<file path="src/rtl/slip_tx.sv">
// SLIP transmit encoder: frames payload bytes with END delimiters and escapes END/ESC.
// Define SLIP_TX_LEAD_END_EN to prefix every frame with an END byte.
module slip_tx #(
  parameter logic [7:0] END_BYTE = 8'hC0,
  parameter logic [7:0] ESC_BYTE = 8'hDB,
  parameter logic [7:0] ESC_END  = 8'hDC,
  parameter logic [7:0] ESC_ESC  = 8'hDD
) (
  input  logic       clk,
  input  logic       rst,
  input  logic [7:0] din,
  input  logic       din_rdy,
  output logic       din_ack,
  input  logic       frame,
  output logic [7:0] dout,
  output logic       dout_rdy,
  input  logic       dout_ack,
  output logic       busy
);

  localparam logic [2:0] S_IDLE  = 3'd0;
`ifdef SLIP_TX_LEAD_END_EN
  localparam logic [2:0] S_LEAD  = 3'd1;
`endif
  localparam logic [2:0] S_DATA  = 3'd2;
  localparam logic [2:0] S_ESC2  = 3'd3;
  localparam logic [2:0] S_TRAIL = 3'd4;

  logic [2:0] state_q, state_d;
  logic [7:0] dout_q, dout_d;
  logic       rdy_q, rdy_d;
  logic [7:0] esc_q, esc_d;
  logic       free;
  logic       xfer_in;
  logic       load;
  logic [7:0] load_byte;

  // The output buffer can take a new byte when empty or when it drains this edge.
  assign free    = !rdy_q | dout_ack;
  assign din_ack = (state_q == S_DATA) & frame & free;
  assign xfer_in = din_rdy & din_ack;

  always_comb begin
    state_d   = state_q;
    esc_d     = esc_q;
    load      = 1'b0;
    load_byte = dout_q;
    case (state_q)
      S_IDLE: begin
        if (frame) begin
`ifdef SLIP_TX_LEAD_END_EN
          state_d = S_LEAD;
`else
          state_d = S_DATA;
`endif
        end
      end
`ifdef SLIP_TX_LEAD_END_EN
      S_LEAD: begin
        if (free) begin
          load      = 1'b1;
          load_byte = END_BYTE;
          state_d   = S_DATA;
        end
      end
`endif
      S_DATA: begin
        if (xfer_in) begin
          load = 1'b1;
          if (din == END_BYTE || din == ESC_BYTE) begin
            load_byte = ESC_BYTE;
            esc_d     = (din == END_BYTE) ? ESC_END : ESC_ESC;
            state_d   = S_ESC2;
          end else begin
            load_byte = din;
          end
        end else if (!frame) begin
          state_d = S_TRAIL;
        end
      end
      // Frame close is deferred here until the escape pair is complete.
      S_ESC2: begin
        if (free) begin
          load      = 1'b1;
          load_byte = esc_q;
          state_d   = S_DATA;
        end
      end
      S_TRAIL: begin
        if (free) begin
          load      = 1'b1;
          load_byte = END_BYTE;
          state_d   = S_IDLE;
        end
      end
      default: state_d = S_IDLE;
    endcase

    dout_d = load ? load_byte : dout_q;
    if (load) begin
      rdy_d = 1'b1;
    end else if (dout_ack) begin
      rdy_d = 1'b0;
    end else begin
      rdy_d = rdy_q;
    end
  end

  always_ff @(posedge clk or negedge rst) begin
    if (!rst) begin
      state_q <= S_IDLE;
      dout_q  <= 8'h00;
      rdy_q   <= 1'b0;
      esc_q   <= 8'h00;
    end else begin
      state_q <= state_d;
      dout_q  <= dout_d;
      rdy_q   <= rdy_d;
      esc_q   <= esc_d;
    end
  end

  assign dout     = dout_q;
  assign dout_rdy = rdy_q;
  assign busy     = (state_q != S_IDLE);

endmodule

</file>
<file path="config.mk">
export PLATFORM = sky130hd
export DESIGN_NAME = slip_tx
export DESIGN_NICKNAME = d
export VERILOG_FILES = /design/src/rtl/slip_tx.sv
export SDC_FILE = /design/constraint.sdc
export NUM_CORES = 1
export LEC_CHECK = 0
export BUFFER_PORTS_ARGS = -buffer_cell sky130_fd_sc_hd__buf_2
export CAP_MARGIN = 25
export CORE_MARGIN = 2
export CORE_UTILIZATION = 43
export CTS_CLUSTER_SIZE = 28
export DETAILED_ROUTE_END_ITERATION = 10
export PLACE_DENSITY = 0.72
export SLEW_MARGIN = 20
export SYNTH_ARGS = -nofsm -noshare
export SYNTH_HDL_FRONTEND = slang
export SYNTH_SLANG_ARGS = --single-unit
</file>
<file path="constraint.sdc">
create_clock -name clk -period 1.6 [get_ports clk]
set_input_delay 0.16 -clock clk [delete_from_list [all_inputs] [get_ports clk]]
set_output_delay 0.16 -clock clk [all_outputs]
set_load 0.05 [all_outputs]
</file>
==> results.txt <==
The total wire length came out at 1810 um. In the synthesized netlist the async set-or-reset flop fraction comes to 100%. The logs give 0 for the hold violation count in the final report and 0 for the number of warnings issued by yosys.

Setup slack on the worst reg-to-reg path comes out at 0.07 ns. The final layout contains 122 nets. Between clock sinks in the finished design, the worst skew comes to 0.00987 ns. Among all flip-flop cells after synthesis, the most frequent one is sky130_fd_sc_hd__dfrtp_1. For the initial antenna violation count, the log shows 0.

The non-filler instance count after layout was 125; the adder and majority cell fraction of the synthesized area was 0%. The peak supply drop was 0.000669 V; the per-cell via count in the routed design was 5.81. The synthesis-to-finish area growth is 35.8%. The library cell used most frequently in the layout, excluding fill and tap cells, is sky130_fd_sc_hd__buf_2. For the pin with the worst max-slew slack, the measured transition is 0.321 ns. The logs give 1 for the number of levels in the clock H-tree and 60.7% for the final core utilization. Measured along the y axis, the die boundary spans 45.9 um. The tools report the floorplan die area as 2110 um2. TritonCTS built the clock tree. The sort of element at the end of the critical path is an output pin.

The library cells used most frequently in the layout, excluding fill and tap cells, are sky130_fd_sc_hd__buf_2, sky130_fd_sc_hd__dfrtp_1, sky130_fd_sc_hd__buf_4. The total DRC errors in the routed layout was 0. Yosys mapped the design onto 32 distinct sky130hd cell types.

The net count of the mapped netlist was 87. The largest fanout on the critical path was 8. During I/O placement, the number of pins put on the boundary was 24.

The core region is 1690 um2. For this design, the sink count on the clock tree is 14. Fraction of synthesized cell area in xor and xnor cells: 0%. The routed wirelength normalized by instance count is 14.5 um. Clock tree synthesis selected as its root buffer the cell sky130_fd_sc_hd__clkbuf_4. The number of buffers and inverters on the critical path came out at 1.

Traced cell by cell, the critical path runs through or3_2 > buf_6. Detailed placement ended at an HPWL of 1290 um. Clock tree synthesis inserted a total of 3 buffers. Clock-pin slew was measured on the worst setup and hold paths at 0.09 ns. The synthesized area per cell is 10.2 um2.

The path type of the worst min-delay path was input port to flop. The run finished, with violations left. After the first detailed-routing iteration, the DRC count stood at 18. The final antenna-violating net count was 0; the total global routing overflow was 0.

The width of the die came out at 45.9 um. The maximum number of pins on one net before global-route repair was 15. STA puts the critical path data arrival time at 1.45 ns.

Dividing total power by cell area gives a power density of 1250 nW/um2. The data required time at the worst endpoint was 1.44 ns. The run gives 78.6% as the relative slew slack. The number of storage elements in the synthesis netlist is 14, and the global-route wire length before repair is 2510 um.

In this run the static leakage power is 0.488 nW. In this design, the stage delay of the slowest critical-path cell is 0.51 ns. The total via count in the routed design is 726, and the simple-gate area share of the yosys netlist is 26.2%. The site row count is 15, and the max-slew violation total from the final report is 0. The tools report the area of the mapped netlist as 756 um2. For this run, the top clock speed supported by timing is 619 MHz. The proportion of layout cells with a drive suffix above 1 is 48.1%, and the total inserted antenna cells is 0. Origin of the worst min-delay path: din_rdy.

The library cell contributing the largest single delay on the critical path is sky130_fd_sc_hd__or3_2. The tools report the clock latency reported for the late side of the worst-skew pair as 0.28 ns. The worst setup path is of the flop to output pin kind. Number of global-route vias before repair: 603. The final reports fail on negative setup slack. The final setup violation count came out at 1. After synthesis, the largest family of logic cells by area is simple AND/OR/NAND/NOR gates.

The worst register-to-register path begins at state_q[1]. The most critical setup path has its startpoint at state_q[1]. Summing the areas of all compound-gate instances in the mapped netlist gives 20.5% of the synthesized area.

The congestion estimate from routability-driven global placement came to 0.798. The smallest clock period supported by the final layout is computed as 1.61 ns. The number of buffers added on ports is 23.

Setup repair after global routing could not meet its margin everywhere. The mux cell area share after synthesis is 1.99%, and the final worst setup slack is -0.0145 ns. The number of placed instances, taps included, is 113. Max-cap violations in this run came to 0. The length of the first detailed-routing pass in iterations came out at 4. The global routing usage summed across all routing layers is 17.5%.

For this configuration, the core starts out at a cell density of 44.7%. The ratio of final minimum period to clock period came out at 101%. Yosys mapped a number of flops with a built-in enable equal to 0. Summing the sequential cell areas from Yosys gives 46.4% of the chip area. In this design, the largest share of critical-path delay is due to simple AND/OR/NAND/NOR gates. In this run the deepest clock path goes through 2 buffers. STA classifies the critical path startpoint as a flop.

Synthesis produced a netlist whose cell count is 74.
==> area by class of cell <==
type | instances | area (um2)
Fill cell | 141 | 663
Multi-Input combinational cell | 54 | 403
Sequential cell | 14 | 354
Timing Repair Buffer | 33 | 210
Clock buffer | 4 | 26.3
Tap cell | 17 | 21.3
Inverter | 3 | 11.3
==> repair_timing <==
action | in CTS | in global routing
hold buffers | 1 | 0
setup buffers | 2 | 5
setup endpoints to repair | 2 | 7
pin swaps | 1 | 3
resized for setup | 6 | 3
endpoints found under the hold margin | 14 | 0
==> synthesized netlist by cell type, drive strengths merged, types with 2 or more instances <==
cell type / instances / area share, %
dfrtp: 14 / 46
nand2: 7 / 3.5
a21oi: 6 / 4.0
nor2: 5 / 2.8
nand2b: 4 / 3.3
o21ai: 4 / 2.6
a31oi: 3 / 2.5
inv: 3 / 1.5
o22a: 3 / 3.6
buf: 2 / 3.0
nand3: 2 / 1.3
nand4: 2 / 1.7
o21a: 2 / 2.0
==> power breakdown <==
group	switching, mW	leakage, nW	internal [mW]
clock	0.113	0.0150	0.0968
combinational	0.408	0.311	0.181
sequential	0.0471	0.162	0.433
==> layer usage <==
metal,GRT usage [%],wire length (um),vias up
li1,-,-,344
met1,21.3,805,352
met2,28.6,884,26
met3,2.78,97,4
met4,10.3,22,0
met5,0,0,-
==> final timing paths <==
| kind | endpoint | cells after the start |
|---|---|---|
| max | busy | 2 |
| min | esc_q[0] | 2 |
| max reg2reg | dout[2] | 4 |
| min reg2reg | esc_q[6] | 1 |
| max in group asynchronous | state_q[0] | 2 |
| min in group asynchronous | esc_q[0] | 2 |
==> cell families (layout without fill, tap and decap cells) <==
logic type	after synthesis	count (layout)
flops	14	14
buf+inv	6	40
compound gates	22	22
simple gates	31	31
mux	1	1
==> per-stage QoR <==
step	setup TNS, ns	instance area, um2	hold slack, ns	power (mW)	worst slack, ns
floorplan	0	776	-0.136	0.904	0.00392
global placement	0	901	0.0699	1.04	0.0994
detailed placement	0	901	0.0754	1.04	0.0293
CTS	-0.0181	971	0.123	1.27	-0.0181
global route	-0.0430	1030	0.124	1.34	-0.0430
finish	-0.0145	1030	0.130	1.28	-0.0145
==> worst reg2reg max path, delay by kind of cell (launching register included) <==
family / cells / cell delay, ns
flip-flops: 1 / 0.49
AO/OA/AOI/OAI: 1 / 0.18
multiplexers: 1 / 0.30
AND/OR/NAND/NOR: 2 / 0.44
==> registers in the layout, indices dropped and copies added, names as in the netlist <==
| register | cells |
|---|---|
| dout | 8 |
| state_q | 3 |
| esc_q | 2 |
| dout_rdy | 1 |
Note: power is estimated with default switching activity, not from simulation.
